File: config.mk
export PLATFORM = sky130hd
export DESIGN_NAME = dmem_port_arbiter
export DESIGN_NICKNAME = d
export VERILOG_FILES = /design/src/rtl/dmem_port_arbiter.sv
export SDC_FILE = /design/constraint.sdc
export NUM_CORES = 1
export LEC_CHECK = 0
export CAP_MARGIN = 20
export CORE_AREA = 2 2 174 176
export CTS_CLUSTER_SIZE = 24
export DETAILED_ROUTE_END_ITERATION = 10
export DIE_AREA = 0 0 176 178
export MAX_ROUTING_LAYER = met4
export PLACE_DENSITY = 0.44
export SYNTH_ARGS = -nofsm -noshare
export SYNTH_HDL_FRONTEND = slang
export SYNTH_SLANG_ARGS = --single-unit
File: constraint.sdc
create_clock -name clk -period 3.6 [get_ports clk]
set_clock_uncertainty 0.2 [all_clocks]
set_input_delay 0.9 -clock clk [delete_from_list [all_inputs] [get_ports clk]]
set_output_delay 0.9 -clock clk [all_outputs]
set_load 0.01 [all_outputs]
File: src/rtl/dmem_port_arbiter.sv
// Two-requester arbiter (0 = memory read, 1 = write-back) in front of a single data-memory port.
// Define DMEM_ARB_WRITE_PRIORITY_EN to make requester 1 win every tie instead of round-robin.
module dmem_port_arbiter (
  input  logic         clk,
  input  logic         reset,
  input  logic         flush,
  input  logic [1:0]   req_valid,
  output logic [1:0]   req_ready,
  input  logic [63:0]  req_address,
  input  logic [1:0]   req_wr_en,
  input  logic [127:0] req_wr_data,
  input  logic [7:0]   req_wr_size,
  output logic [1:0]   rsp_valid,
  input  logic [1:0]   rsp_ready,
  output logic [63:0]  rsp_read_data,
  output logic         dmem_valid,
  input  logic         dmem_ready,
  output logic [31:0]  dmem_address,
  output logic         dmem_wr_en,
  output logic [63:0]  dmem_wr_data,
  output logic [3:0]   dmem_wr_size,
  input  logic         dmem_dp_valid,
  output logic         dmem_dp_ready,
  input  logic [63:0]  dmem_dp_read_data
);

  typedef enum logic [1:0] {IDLE, ADDR, DATA, DRAIN} state_t;

  state_t      r_state;
  state_t      w_nextState;
  logic        r_owner;
  logic        r_lastGrant;
  logic        w_winner;
  logic        w_grantDone;
  logic [31:0] w_selAddr;
  logic        w_selWrEn;
  logic [63:0] w_selWrData;
  logic [3:0]  w_selWrSize;

  assign w_selAddr   = r_owner ? req_address[63:32]  : req_address[31:0];
  assign w_selWrEn   = r_owner ? req_wr_en[1]        : req_wr_en[0];
  assign w_selWrData = r_owner ? req_wr_data[127:64] : req_wr_data[63:0];
  assign w_selWrSize = r_owner ? req_wr_size[7:4]    : req_wr_size[3:0];

`ifdef DMEM_ARB_WRITE_PRIORITY_EN
  assign w_winner = req_valid[1];
`else
  // A lone requester wins outright; a tie goes to whoever was not served last.
  assign w_winner = (req_valid == 2'b11) ? ~r_lastGrant : req_valid[1];
`endif

  always_ff @(posedge clk or negedge reset) begin
    if (!reset) begin
      r_state     <= IDLE;
      r_owner     <= 1'b0;
      r_lastGrant <= 1'b1;
    end else begin
      r_state <= w_nextState;
      if (r_state == IDLE && w_nextState == ADDR)
        r_owner <= w_winner;
      if (w_grantDone)
        r_lastGrant <= r_owner;
    end
  end

  always_comb begin
    w_nextState = r_state;
    w_grantDone = 1'b0;
    case (r_state)
      IDLE: begin
        if (|req_valid && !flush)
          w_nextState = ADDR;
      end
      ADDR: begin
        if (flush) begin
          w_nextState = IDLE;
        end else if (dmem_ready) begin
          if (w_selWrEn) begin
            w_nextState = IDLE;
            w_grantDone = 1'b1;
          end else begin
            w_nextState = DATA;
          end
        end
      end
      DATA: begin
        // A flush that coincides with the data handshake still lets the data through.
        if (dmem_dp_valid && rsp_ready[r_owner]) begin
          w_nextState = IDLE;
          w_grantDone = 1'b1;
        end else if (flush) begin
          w_nextState = DRAIN;
        end
      end
      DRAIN: begin
        if (dmem_dp_valid) begin
          w_nextState = IDLE;
          w_grantDone = 1'b1;
        end
      end
      default: w_nextState = IDLE;
    endcase
  end

  always_comb begin
    req_ready     = 2'b00;
    rsp_valid     = 2'b00;
    rsp_read_data = 64'd0;
    dmem_valid    = 1'b0;
    dmem_address  = 32'd0;
    dmem_wr_en    = 1'b0;
    dmem_wr_data  = 64'd0;
    dmem_wr_size  = 4'd0;
    dmem_dp_ready = 1'b0;
    case (r_state)
      ADDR: begin
        dmem_valid         = ~flush;
        dmem_address       = w_selAddr;
        dmem_wr_en         = w_selWrEn;
        dmem_wr_data       = w_selWrData;
        dmem_wr_size       = w_selWrSize;
        req_ready[r_owner] = ~flush & dmem_ready;
      end
      DATA: begin
        rsp_valid[r_owner] = dmem_dp_valid;
        dmem_dp_ready      = rsp_ready[r_owner];
        rsp_read_data      = dmem_dp_read_data;
      end
      DRAIN: begin
        // Swallow the orphaned read beat so the memory side is never left hanging.
        dmem_dp_ready = 1'b1;
      end
      default: ;
    endcase
  end

endmodule

==> results by group <==
Power
  • Tot Pwr: 4.08 mW
  • Power per Cell Area: 535 nW/µm²
  • Peak supply drop: 0.000273 V
  • Leak: 2.90 nW

Synth
  • Mapped cell area: 2740 µm²
  • Flops & latches, synth: 4
  • Ys async rst share: 100%
  • Cells after Synth: 335
  • Syn. warnings: 0
  • EDFF count, synth: 0
  • Synth Flop Type: dfrtp_1
  • Yosys cell types: 31
  • Synthesized Nets: 610
  • Syn_area_per_cell: 8.19 µm²
  • Register area share after synthesis: 3.70%

Place
  • IO Port Bufs: 445
  • Hpwl dp: 14100 µm
  • GPL Wtd Cong: 0.705

Detailed routing
  • # DRC: 0
  • Met2 wire length: 8500 µm
  • Post-DRT Antenna Nets: 0
  • Met3 WL: 1370 µm
  • Via Count: 3881
  • Highest Signal Layer: met4
  • 1st-pass router iterations: 4
  • Vias per cell: 3.35
  • Wire per inst: 14.1 µm
  • Total Routed Length: 16400 µm
  • M1 WL: 6460 µm
  • Starting DRT DRC Count: 84

Run
  • Max_cap viols: 0

Setup path
  • CP required: 2.50 ns
  • Worst setup SP type: input pin
  • Crit path DAT: 2.32 ns
  • CP Capture Type: output pin
  • Critical path peak fanout: 3
  • Worst setup path category: in2out

Timing
  • Final min period: 3.42 ns
  • Final setup violation count: 0
  • Max frequency: 292 MHz
  • Slew HR: 72.6%
  • Setup tns final: 0 ns
  • Final hold viol count: 0
  • Slew Viols, Final: 0
  • RSZ-0062 raised after global routing: no
  • WHS: 0.363 ns
  • Worst slew pin tran: 0.411 ns
  • Period utilisation layout: 95.1%

Cells and area
  • Count of nets after finishing: 1045
  • Layout area overhead: 178%
  • Share of cells above drive strength 1: 8.32%

CTS
  • Clock Sinks: 4
  • # resized after CTS: 0
  • CTS tree: yes
  • Post-CTS setup buffer count: 0
  • CTS buffer count: 3
  • Root buffer selected by CTS: clkbuf_16
  • Cts hold-fix bufs: 0
  • CTS Buffer Depth: 2
  • Worst-path clk slew: 0.03 ns
  • Clock latency on the worst-skew pair: 0.23 ns
  • Htree depth: 1

Die
  • Initial cell density of the core: 9.33%
  • Core Area: 29400 µm²
  • Row Count: 63
  • Die span in y: 178 µm
  • Width of the die: 176 µm
  • # IOs: 446
  • Die area: 31300 µm²

Global route
  • Vias in the first global route: 3937
  • Overflow after GRT: 0
  • Global-route wire length before repair: 23000 µm
  • Pin count of the biggest net entering global routing: 63
  • Initial antenna violation count: 1
  • GRT Util Overall: 9.82%

Min path
  • Hold Path Class: reg2reg

Run status
  • Outcome: completed
==> sequential cells by signal, summed over array words and instances (netlist names) <==
signal       count
r_state          2
r_lastGrant      1
r_owner          1
==> Yosys cell counts (2+ instances only) <==
cell / n / share of area, %
buf_12: 4 / 2.9
nand2_1: 4 / 0.55
and3_1: 2 / 0.46
mux2i_1: 102 / 37
buf_8: 4 / 2.2
and2_1: 64 / 15
nor2_1: 67 / 9.2
o211ai_1: 2 / 0.55
buf_2: 5 / 0.91
buf_6: 11 / 4.5
buf_4: 7 / 1.9
inv_1: 2 / 0.27
dfrtp_1: 3 / 2.7
nor2b_1: 2 / 0.46
nor2_4: 40 / 16
==> report_power, final <==
group | internal (mW) | switching, mW
Combinational | 2.07 | 1.72
Clock | 0.146 | 0.0336
Sequential | 0.0752 | 0.0314
==> worst paths after layout <==
kind	startpoint	slack, ns	end	cells after the start
max in group asynchronous	reset	2.25	r_lastGrant	1
worst min register to register	r_lastGrant	0.36	r_lastGrant	2
worst min-delay path	r_lastGrant	0.36	r_lastGrant	2
min in group asynchronous	reset	0.69	r_owner	1
worst max-delay path	rsp_ready[1]	0.18	dmem_dp_ready	4
worst max register to register	r_owner	1.82	r_lastGrant	5
==> cell type report <==
class	count	area, µm²
fill	3155	21800
timing repair buffer	462	4660
multi-input combinational	297	2290
tap	390	488
sequential	4	105
clock buffer	4	78.8
inverter	2	7.51
antenna	1	2.50
==> critical path: stages <==
cell             delay [ns]
clkdlybuf4s50_1        0.48
mux2i_1                0.12
a21boi_1               0.22
clkdlybuf4s50_1        0.60
==> cell families after synthesis <==
family	synth area share [%]
and+or+nand+nor	43.3
AOI/OAI and AO/OA	2.87
buffers and inverters	12.9
muxes	37.2
DFF	3.70
==> per-layer routing <==
metal | vias up | GRT usage, %
met3 | 2 | 2.54
met4 | 0 | 1.03
met1 | 1673 | 11.3
met5 | - | -
met2 | 223 | 17.8
li1 | 1983 | -
==> cells in the final DEF, fill, tap and decap left out, types with 2 or more instances in the layout <==
cell type,instances
clkdlybuf4s50_1,445
mux2i_1,102
nor2_1,67
and2_1,64
nor2_4,40
buf_4,11
buf_12,6
nand2_1,4
clkbuf_16,3
inv_1,2
nor2b_1,2
o211ai_1,2
and3_1,2
dfrtp_1,2
==> stage by stage <==
| stage | utilization (%) | cell area, µm² | worst slack [ns] | instances |
|---|---|---|---|---|
| floorplan | - | 2740 | 1.23 | 335 |
| global placement | 25.7 | 7540 | 0.138 | 1155 |
| detailed placement | 25.7 | 7540 | 0.152 | 1155 |
| CTS | 25.9 | 7620 | 0.150 | 1159 |
| global route | 25.9 | 7630 | 0.109 | 1160 |
| finish | 25.9 | 7630 | 0.176 | 1160 |
No activity file was read; power rests on OpenSTA's default activity.
